[config.mk]
export PLATFORM = sky130hd
export DESIGN_NAME = shaped_pulse_peak_detector_flat
export DESIGN_NICKNAME = d
export VERILOG_FILES = /design/src/rtl/shaped_pulse_peak_detector_if.sv /design/src/rtl/shaped_pulse_peak_detector.sv /design/src/flat_wrapper.sv
export SDC_FILE = /design/constraint.sdc
export NUM_CORES = 1
export LEC_CHECK = 0
export CORE_MARGIN = 8
export CORE_UTILIZATION = 40
export CTS_CLUSTER_SIZE = 25
export DETAILED_ROUTE_END_ITERATION = 16
export PLACE_DENSITY = 0.59
export SYNTH_ARGS = -nofsm -noshare
export SYNTH_HDL_FRONTEND = slang
export SYNTH_HIERARCHICAL = 1
export SYNTH_SLANG_ARGS = --single-unit
[constraint.sdc]
create_clock -name clk -period 6.8 [get_ports clk]
set_input_delay 0.68 -clock clk [delete_from_list [all_inputs] [get_ports clk]]
set_output_delay 0.68 -clock clk [all_outputs]
set_load 0.005 [all_outputs]
[src/rtl/shaped_pulse_peak_detector_if.sv]
// Event read-out bundle of the shaped pulse peak detector.
// Ports: out_valid/out_ready handshake plus the head event fields
//   (out_amp, out_ts, out_width, out_flags); master drives, slave consumes.
interface shaped_pulse_peak_detector_if #(
  parameter int DATA_W = 16,
  parameter int TS_W   = 32
);
  logic              out_valid;
  logic              out_ready;
  logic [DATA_W-1:0] out_amp;
  logic [TS_W-1:0]   out_ts;
  logic [7:0]        out_width;
  logic [1:0]        out_flags;

  modport master (
    output out_valid, out_amp, out_ts, out_width, out_flags,
    input  out_ready
  );

  modport slave (
    input  out_valid, out_amp, out_ts, out_width, out_flags,
    output out_ready
  );
endinterface

[src/rtl/shaped_pulse_peak_detector.sv]
// Shaped pulse peak detector: thresholds the trapezoidal filter output,
// measures peak amplitude / peak timestamp / width of each pulse and queues
// one event record per pulse.
// Ports: clk, reset (sync, active-high), in_data, threshold (signed samples),
//   evt (event read-out interface, master), drop_cnt (events lost to full FIFO).

// Generic synchronous FIFO, first-word-fall-through, head read straight from storage.
// Latency: a written word is visible at rd_dat/rd_vld on the cycle after the write.
// Backpressure: wr_rdy drops when full unless a read frees a slot in the same cycle.
module sync_fifo #(
  parameter int WIDTH = 8,
  parameter int DEPTH = 4
) (
  input  logic             clk,
  input  logic             reset,
  input  logic             wr_vld,
  input  logic [WIDTH-1:0] wr_dat,
  output logic             wr_rdy,
  output logic             rd_vld,
  output logic [WIDTH-1:0] rd_dat,
  input  logic             rd_rdy
);
  localparam int AW = $clog2(DEPTH);
  localparam logic [AW:0] FULL_CNT = (AW+1)'(DEPTH);

  logic [WIDTH-1:0] mem [DEPTH];
  logic [AW-1:0]    wr_ptr;
  logic [AW-1:0]    rd_ptr;
  logic [AW:0]      count;
  logic             do_wr;
  logic             do_rd;

  assign rd_vld = (count != '0);
  assign do_rd  = rd_vld && rd_rdy;
  // A read in the same cycle frees the slot the write needs.
  assign wr_rdy = (count != FULL_CNT) || do_rd;
  assign do_wr  = wr_vld && wr_rdy;
  assign rd_dat = mem[rd_ptr];

  always_ff @(posedge clk) begin
    if (reset) begin
      wr_ptr <= '0;
      rd_ptr <= '0;
      count  <= '0;
      // Cleared so the head fields read zero out of reset.
      for (int i = 0; i < DEPTH; i++) mem[i] <= '0;
    end else begin
      if (do_wr) begin
        mem[wr_ptr] <= wr_dat;
        wr_ptr      <= wr_ptr + 1'b1;
      end
      if (do_rd) rd_ptr <= rd_ptr + 1'b1;
      case ({do_wr, do_rd})
        2'b10:   count <= count + 1'b1;
        2'b01:   count <= count - 1'b1;
        default: count <= count;
      endcase
    end
  end
endmodule

// Pulse detector FSM plus event queue for the shaped filter stream.
// Latency: event is visible at the interface 1 cycle after the terminating sample.
// Backpressure: input is never stalled; events arriving at a full queue are counted and dropped.
module shaped_pulse_peak_detector #(
  parameter int DATA_W     = 16,
  parameter int TS_W       = 32,
  parameter int MAX_WIDTH  = 64,
  parameter int DEADTIME   = 8,
  parameter int FIFO_DEPTH = 4
) (
  input  logic                         clk,
  input  logic                         reset,
  input  logic [DATA_W-1:0]            in_data,
  input  logic [DATA_W-1:0]            threshold,
  shaped_pulse_peak_detector_if.master evt,
  output logic [15:0]                  drop_cnt
);
  localparam int DCW = (DEADTIME > 1) ? $clog2(DEADTIME) : 1;
  localparam logic [DCW-1:0] DEAD_LAST = DCW'(DEADTIME - 1);

  typedef enum logic [1:0] {IDLE, PULSE, WAIT_LOW, DEAD} state_t;

  typedef struct packed {
    logic [1:0]        flags;   // bit1 overflow, bit0 pileup
    logic [7:0]        width;
    logic [TS_W-1:0]   ts;
    logic [DATA_W-1:0] amp;
  } event_t;

  state_t                    state_q, state_d;
  logic [TS_W-1:0]           ts_q;
  logic signed [DATA_W-1:0]  amp_q, amp_d;
  logic signed [DATA_W-1:0]  prev_q, prev_d;
  logic [TS_W-1:0]           peak_ts_q, peak_ts_d;
  logic [7:0]                width_q, width_d;
  logic                      pileup_q, pileup_d;
  logic                      falling_q, falling_d;
  logic [DCW-1:0]            dead_q, dead_d;

  logic signed [DATA_W-1:0]  sample;
  logic signed [DATA_W-1:0]  thr;
  logic                      above;
  logic                      ev_vld;
  logic                      ev_ovf;
  event_t                    ev_dat;
  logic                      ev_rdy;
  event_t                    head_dat;
  logic                      head_vld;

  assign sample = $signed(in_data);
  assign thr    = $signed(threshold);
  assign above  = (sample > thr);

  always_ff @(posedge clk) begin
    if (reset) begin
      state_q   <= IDLE;
      ts_q      <= '0;
      amp_q     <= '0;
      prev_q    <= '0;
      peak_ts_q <= '0;
      width_q   <= '0;
      pileup_q  <= 1'b0;
      falling_q <= 1'b0;
      dead_q    <= '0;
    end else begin
      state_q   <= state_d;
      ts_q      <= ts_q + 1'b1;
      amp_q     <= amp_d;
      prev_q    <= prev_d;
      peak_ts_q <= peak_ts_d;
      width_q   <= width_d;
      pileup_q  <= pileup_d;
      falling_q <= falling_d;
      dead_q    <= dead_d;
    end
  end

  always_comb begin
    state_d   = state_q;
    amp_d     = amp_q;
    prev_d    = prev_q;
    peak_ts_d = peak_ts_q;
    width_d   = width_q;
    pileup_d  = pileup_q;
    falling_d = falling_q;
    dead_d    = dead_q;
    ev_vld    = 1'b0;
    ev_ovf    = 1'b0;

    case (state_q)
      IDLE: begin
        if (above) begin
          state_d   = PULSE;
          amp_d     = sample;
          prev_d    = sample;
          peak_ts_d = ts_q;
          width_d   = 8'd1;
          pileup_d  = 1'b0;
          falling_d = 1'b0;
        end
      end

      PULSE: begin
        if (above) begin
          width_d = (width_q == 8'hFF) ? width_q : width_q + 8'd1;
          // Strict compare keeps the first sample of a flat top as the peak.
          if (sample > amp_q) begin
            amp_d     = sample;
            peak_ts_d = ts_q;
          end
          if (sample < prev_q) falling_d = 1'b1;
          // A rise after the pulse has started falling means a second pulse rode in.
          if (falling_q && (sample > prev_q)) pileup_d = 1'b1;
          prev_d = sample;
          if ({24'd0, width_d} == 32'(MAX_WIDTH)) begin
            ev_vld  = 1'b1;
            ev_ovf  = 1'b1;
            state_d = WAIT_LOW;
          end
        end else begin
          // Terminating sample is not counted in the width.
          ev_vld  = 1'b1;
          state_d = DEAD;
          dead_d  = '0;
        end
      end

      WAIT_LOW: begin
        if (!above) begin
          state_d = DEAD;
          dead_d  = '0;
        end
      end

      DEAD: begin
        if (dead_q == DEAD_LAST) state_d = IDLE;
        else                     dead_d  = dead_q + 1'b1;
      end

      default: state_d = IDLE;
    endcase
  end

  // Built from the next-state values so an overflow push includes the final sample.
  always_comb begin
    ev_dat       = '0;
    ev_dat.amp   = amp_d;
    ev_dat.ts    = peak_ts_d;
    ev_dat.width = width_d;
    ev_dat.flags = {ev_ovf, pileup_d};
  end

  sync_fifo #(
    .WIDTH ($bits(event_t)),
    .DEPTH (FIFO_DEPTH)
  ) u_fifo (
    .clk    (clk),
    .reset  (reset),
    .wr_vld (ev_vld),
    .wr_dat (ev_dat),
    .wr_rdy (ev_rdy),
    .rd_vld (head_vld),
    .rd_dat (head_dat),
    .rd_rdy (evt.out_ready)
  );

  always_ff @(posedge clk) begin
    if (reset) begin
      drop_cnt <= '0;
    end else if (ev_vld && !ev_rdy && (drop_cnt != 16'hFFFF)) begin
      drop_cnt <= drop_cnt + 16'd1;
    end
  end

  assign evt.out_valid = head_vld;
  assign evt.out_amp   = head_dat.amp;
  assign evt.out_ts    = head_dat.ts;
  assign evt.out_width = head_dat.width;
  assign evt.out_flags = head_dat.flags;
endmodule

[src/flat_wrapper.sv]
// flat-port wrapper written by rule: the top's interface ports become plain ports
module shaped_pulse_peak_detector_flat 
#(
  parameter int DATA_W     = 16,
  parameter int TS_W       = 32,
  parameter int MAX_WIDTH  = 64,
  parameter int DEADTIME   = 8,
  parameter int FIFO_DEPTH = 4
)
  (clk, reset, in_data, threshold, drop_cnt, evt_out_valid, evt_out_amp, evt_out_ts, evt_out_width, evt_out_flags, evt_out_ready);
  shaped_pulse_peak_detector_if #(.DATA_W(DATA_W), .TS_W(TS_W)) evt_i ();
  input  logic clk;
  input  logic reset;
  input  logic [DATA_W-1:0] in_data;
  input  logic [DATA_W-1:0] threshold;
  output logic [15:0] drop_cnt;
  output wire logic [$bits(evt_i.out_valid)-1:0] evt_out_valid;
  output wire logic [$bits(evt_i.out_amp)-1:0] evt_out_amp;
  output wire logic [$bits(evt_i.out_ts)-1:0] evt_out_ts;
  output wire logic [$bits(evt_i.out_width)-1:0] evt_out_width;
  output wire logic [$bits(evt_i.out_flags)-1:0] evt_out_flags;
  input wire logic [$bits(evt_i.out_ready)-1:0] evt_out_ready;
  assign evt_out_valid = evt_i.out_valid;
  assign evt_out_amp = evt_i.out_amp;
  assign evt_out_ts = evt_i.out_ts;
  assign evt_out_width = evt_i.out_width;
  assign evt_out_flags = evt_i.out_flags;
  assign evt_i.out_ready = evt_out_ready;
  shaped_pulse_peak_detector #(.DATA_W(DATA_W), .TS_W(TS_W), .MAX_WIDTH(MAX_WIDTH), .DEADTIME(DEADTIME), .FIFO_DEPTH(FIFO_DEPTH)) u_core (.clk(clk), .reset(reset), .in_data(in_data), .threshold(threshold), .evt(evt_i), .drop_cnt(drop_cnt));
endmodule
# After elaboration in Yosys (flattened, before gate mapping)
# Memory sizes are Yosys's and may differ from the RTL's. A register that Yosys moved wholly into a read port is not among the register bits.
# Cells that the tools add are included.
[totals]
wordCells = 108
in_bits = 35
n_memories = 1
ff_bits = 134
ram_bits = 232
out_inout_bits = 75
[classes]
mux = 45
add_sub_neg = 8
n_eq_ne = 18
n_lt_le_gt_ge = 4
n_reduce_logical = 19
[memory_table]
columns = ["name", "words", "word_bits", "read_ports", "rd_clocked_by_memory_dff", "write_ports", "line", "text"]
rows = [
  ["u_core.u_fifo.mem", 4, 58, 1, 1, 4, "shaped_pulse_peak_detector.sv:26", "logic [WIDTH-1:0] mem [DEPTH];"],
]
[ops]
columns = ["operator", "count"]
rows = [
  ["32-bit 2-to-1 mux", 3],
  ["32-bit one-hot mux with 2 select lines", 1],
  ["58-bit 2-to-1 mux", 1],
  ["58-bit OR reduction", 1],
  ["16-bit > comparator", 3],
  ["16-bit 2-to-1 mux", 3],
  ["32-bit by 1-bit adder with 32-bit output (second input constant)", 1],
  ["16-bit one-hot mux with 2 select lines", 1],
  ["8-bit 2-to-1 mux", 3],
  ["1-bit 2-to-1 mux", 17],
  ["16-bit by 1-bit adder with 16-bit output (second input constant)", 1],
  ["16-bit less-than comparator", 1],
  ["2-bit 2-to-1 mux", 8],
  ["16-bit inequality test (second input constant)", 1],
  ["8-bit one-hot mux with 2 select lines", 1],
  ["3-bit one-hot mux with 2 select lines", 2],
  ["8-bit by 1-bit adder with 8-bit output (second input constant)", 1],
  ["8-bit by 7-bit equality test with 1-bit output (second input constant)", 1],
  ["8-bit equality test (second input constant)", 1],
  ["2-bit by 1-bit inequality test with 1-bit output (second input constant)", 4],
  ["2-bit one-hot mux with 4 select lines", 1],
  ["4-bit AND reduction", 2],
  ["3-bit by 1-bit adder with 3-bit output (second input constant)", 2],
  ["2-bit equality test (second input constant)", 3],
  ["other kinds (17)", 31],
]

# Logic depth before layout (Yosys ltp)
[depth]
word_depth = 12
depth_mapped = 17
ltp_nobuf = 15

# Modules after synthesis
# The synthesis kept the hierarchy.
[modules_own_cells]
columns = ["module", "n_inst", "area_per_inst_um2", "seq_area_each_um2", "cells_each"]
rows = [
  ["sync_fifo", 1, 10368.7, 7146.9, 613],
  ["shaped_pulse_peak_detector", 1, 7412.1, 2542.4, 877],
]

# Worst setup path before layout
# No wires, ideal clock.
[synth_timing]
path_kind = "input to register"
from = "in threshold[15]"
to = "mem u_core/u_fifo/mem[0][0] (netlist bit) (enable)"
t_arrival_ns = 6.542
slack_ns = -0.296
path_buffers = 3
setup_time_ns = 0.554
stages = 12
cell_sequence = "inv_1 ha_1 and4_1 nand3_1 o31a_1 buf_2 a31o_4 buf_6 buf_6 inv_1 nand2_1 o21ai_0"
[synth_rtl]
columns = ["item", "line", "text"]
rows = [
  ["from (decl)", "flat_wrapper.sv:15", "input logic [DATA_W-1:0] threshold;"],
  ["to (decl)", "shaped_pulse_peak_detector.sv:26", ""],
]

==> flow_summary_export.csv <==
group,metric,value,unit
timing,finalSetupViolCount,0,
logic_synthesis,syn-num-nets,1584,
timing,rsz0062_at_grt,"no",
setup_path,endpoint_kind,"register",
grt,grt.total_usage,0.166,
grt,grt_pass1_vias,11704,
floorplan,coreArea,44000,µm²
timing,final.setup.tns,0,ns
placement,dpl.hpwl,25600,µm
setup_path,slowest_delay,0.69,ns
setup_path,worst_ep_arrival_time,4.47,ns
outcome,outcome,"completed",
timing,tightest_slew,1.14,ns
timing,hold_viol_final,0,
cells_and_area,diodes,0,
clock_tree,cts_max_level,2,
worst_hold_path,hold_class,"register to register",
logic_synthesis,async_flop_share,0,
clock_tree,cts.sinks,368,
grt,grt.overflow.total,0,
logic_synthesis,yosys_warnings,6,
logic_synthesis,synth_mux_area_frac,0.0887,
logic_synthesis,yosys.area_share.xor_xnor,0.0133,
logic_synthesis,synth_compound_area_frac,0.0952,
timing,max_freq,232,MHz
setup_path,critical_path_buf_inv_count,3,
setup_path,path_delay_family,"buffers and inverters",
placement,routabilityCongestion,0.813,
floorplan,start_util,0.404,
cells_and_area,area_growth,17.0,%
clock_tree,cts_tree,"built",
clock_tree,clock-root-buffer,"clkbuf_16",
logic_synthesis,synth_area_per_cell,11.9,µm²
clock_tree,clk_pin_slew,0.06,ns
timing,min_period,4.31,ns
job,maxCapViolations,0,
grt,grt_pass1_wl,67400,µm
setup_path,start_kind,"primary input",
placement,placed_cells,2128,
pwr,power_density,298,nW/µm²
setup_path,worstPathRequired,6.96,ns
detailed_routing,postRouteAntennaNets,0,
timing,drv_slew,0,
timing,fin_hold_ws,0.474,ns
detailed_routing,drt-vias-per-instance,5.21,
detailed_routing,route.detailed.wl_per_inst,19.1,µm
logic_synthesis,ys_types,76,
logic_synthesis,netlist_instances,1490,
pwr,power,6.21,mW
detailed_routing,vias,11475,
floorplan,die_x,227,µm
detailed_routing,drt-pass1-iter-count,5,
logic_synthesis,synth-simple-area-share,0.163,
setup_path,slowest_stage,"buf_4",
logic_synthesis,synthAdderAreaFrac,0.0419,
cells_and_area,instances_no_fill,2203,
detailed_routing,drc,0,
grt,grt_max_degree,99,
setup_path,crit_path_cell_trace,"clkdlybuf4s50_1 > ha_1 > and4_1 > nand3_1 > o31a_1 > a31o_4 > inv_1 > nand2_1 > or3_1 > nand2_2 > buf_4",
clock_tree,ctsResizeCount,0,
clock_tree,clk_path_buf_depth,3,
logic_synthesis,ys.flop_type,"edfxtp_1",
placement,port-buffer-count,109,
setup_path,critPathMaxFanout,58,
clock_tree,hold_buffers,0,
logic_synthesis,syn_area,17800,µm²
logic_synthesis,synth_top_family_by_area,"simple AND/OR/NAND/NOR gates",
floorplan,dieArea,51500,µm²
cells_and_area,drive_gt1_frac,0.110,
detailed_routing,routed_wl,42200,µm
detailed_routing,drt-initial-drc-count,674,
clock_tree,cts_buffers,41,
setup_path,path_class,"primary input to register",
cells_and_area,layout.nets,1673,
timing,max_slew_margin,0.238,
logic_synthesis,ys_ff_latch,368,
pwr,cellLeakagePower,7.44,nW
clock_tree,clock_latency,0.55,ns
pwr,ir_worst_vdd,0.164,mV
clock_tree,post_cts_buffers,0,
logic_synthesis,seq_area_frac_synth,0.545,
grt,antenna_found_initial,0,
timing,skew,0.0187,ns
floorplan,rows,77,
floorplan,pin_count,110,
logic_synthesis,synth_edf_count,232,
floorplan,die_h,227,µm
timing,fin_crit_sh,0.634,
[power breakdown]
group | total [mW] | switching, mW | internal, mW
Combinational | 1.41 | 0.817 | 0.588
Sequential | 2.62 | 0.0999 | 2.52
Clock | 2.19 | 0.892 | 1.29
Total | 6.21 | 1.81 | 4.40
[per-stage QoR]
step                setup WS (ns)  area (µm²)  utilization
detailed placement           1.90       19500        0.443
global placement             1.96       19500        0.443
CTS                          2.47       20800        0.473
global route                 2.28       20800        0.473
finish                       2.49       20800        0.473
floorplan                  -0.296       17800            -
[sequential cells by signal (all words and copies together) (netlist names), 3 cells and up, named ones only]
signal / flops
u_core/u_fifo/mem: 232
u_core/peak_ts_q: 32
u_core/ts_q: 32
u_core/amp_q: 16
u_core/drop_cnt: 16
u_core/prev_q: 16
u_core/width_q: 8
u_core/dead_q: 3
u_core/u_fifo/count: 3
[cell families after synthesis]
group / after synthesis
muxes: 84
DFF: 368
buffers and inverters: 235
adders and majority gates: 59
AOI/OAI and AO/OA: 226
and+or+nand+nor: 491
xor gates and xnor gates: 27
[layer usage]
layer / wire [µm] / GRT usage
met5: 0 / 0
met4: 589 / 0.0317
met3: 1720 / 0.0317
met2: 20500 / 0.280
met1: 19300 / 0.221
[cell usage after synthesis, types with 7 or more instances]
cell type / n / area [µm²]
a21oi_1: 48 / 240
a22o_1: 50 / 438
and2_1: 242 / 1510
and3_1: 9 / 56.3
and4_1: 7 / 61.3
buf_1: 13 / 48.8
buf_2: 26 / 130
clkbuf_1: 45 / 169
dfxtp_1: 136 / 2720
edfxtp_1: 232 / 6970
ha_1: 58 / 726
inv_1: 147 / 552
mux2i_1: 17 / 170
mux4_2: 58 / 1310
nand2_1: 37 / 139
nand2b_1: 7 / 43.8
nand3_1: 20 / 100
nand4_1: 22 / 138
nor2_1: 72 / 270
nor2b_1: 12 / 75.1
nor3_1: 7 / 35.0
o21a_1: 7 / 52.6
o21ai_0: 25 / 125
o32ai_1: 48 / 420
or3_1: 21 / 131
xnor2_1: 24 / 210
[placed cells by master, fill, tap and decap left out, drive strengths merged, types with 6 or more instances in the layout]
master / count
nor2b: 12
mux4: 58
and3: 9
o32ai: 48
buf: 26
o21ai: 27
and2: 243
clkbuf: 58
xnor2: 24
nand2: 37
nand3: 20
and4: 8
mux2: 9
nand2b: 7
edfxtp: 232
nand4: 22
inv: 149
o21a: 7
nor2: 72
nor3: 10
a21oi: 48
nor4: 10
a22o: 50
a211oi: 6
dfxtp: 136
mux2i: 17
clkinv: 8
ha: 58
or3: 21
clkdlybuf4s50: 108
[final timing paths]
check | startpoint | slack, ns | cells after the start | to
worst max-delay path | in_data[11] | 2.49 | 11 | u_core/u_fifo/mem[1][10]$_SDFFCE_PN0P_
worst min register to register | u_core/peak_ts_q[21]$_SDFF_PP0_ | 0.47 | 2 | u_core/peak_ts_q[21]$_SDFF_PP0_
worst max register to register | u_core/width_q[0]$_SDFF_PP0_ | 2.84 | 11 | u_core/u_fifo/mem[1][10]$_SDFFCE_PN0P_
worst min-delay path | u_core/peak_ts_q[21]$_SDFF_PP0_ | 0.47 | 2 | u_core/peak_ts_q[21]$_SDFF_PP0_
[worst register-to-register path, cell delays in order, from the launching register on]
cell,delay [ns]
dfxtp_1,0.40
ha_1,0.37
or2_0,0.24
a221o_1,0.30
a31oi_1,0.19
o311ai_2,0.22
a31o_4,0.39
inv_1,0.15
nand2_1,0.12
or3_1,0.36
nand2_2,0.08
buf_4,0.69
[area by class of cell]
type,count,area (µm²)
multi-input combinational,887,7230
timing repair buffer,134,1290
clock buffer,58,1110
clock inverter,17,199
tap,592,741
inverter,147,552
sequential,368,9690
fill,3972,23200
No activity file was read; power rests on OpenSTA's default activity.
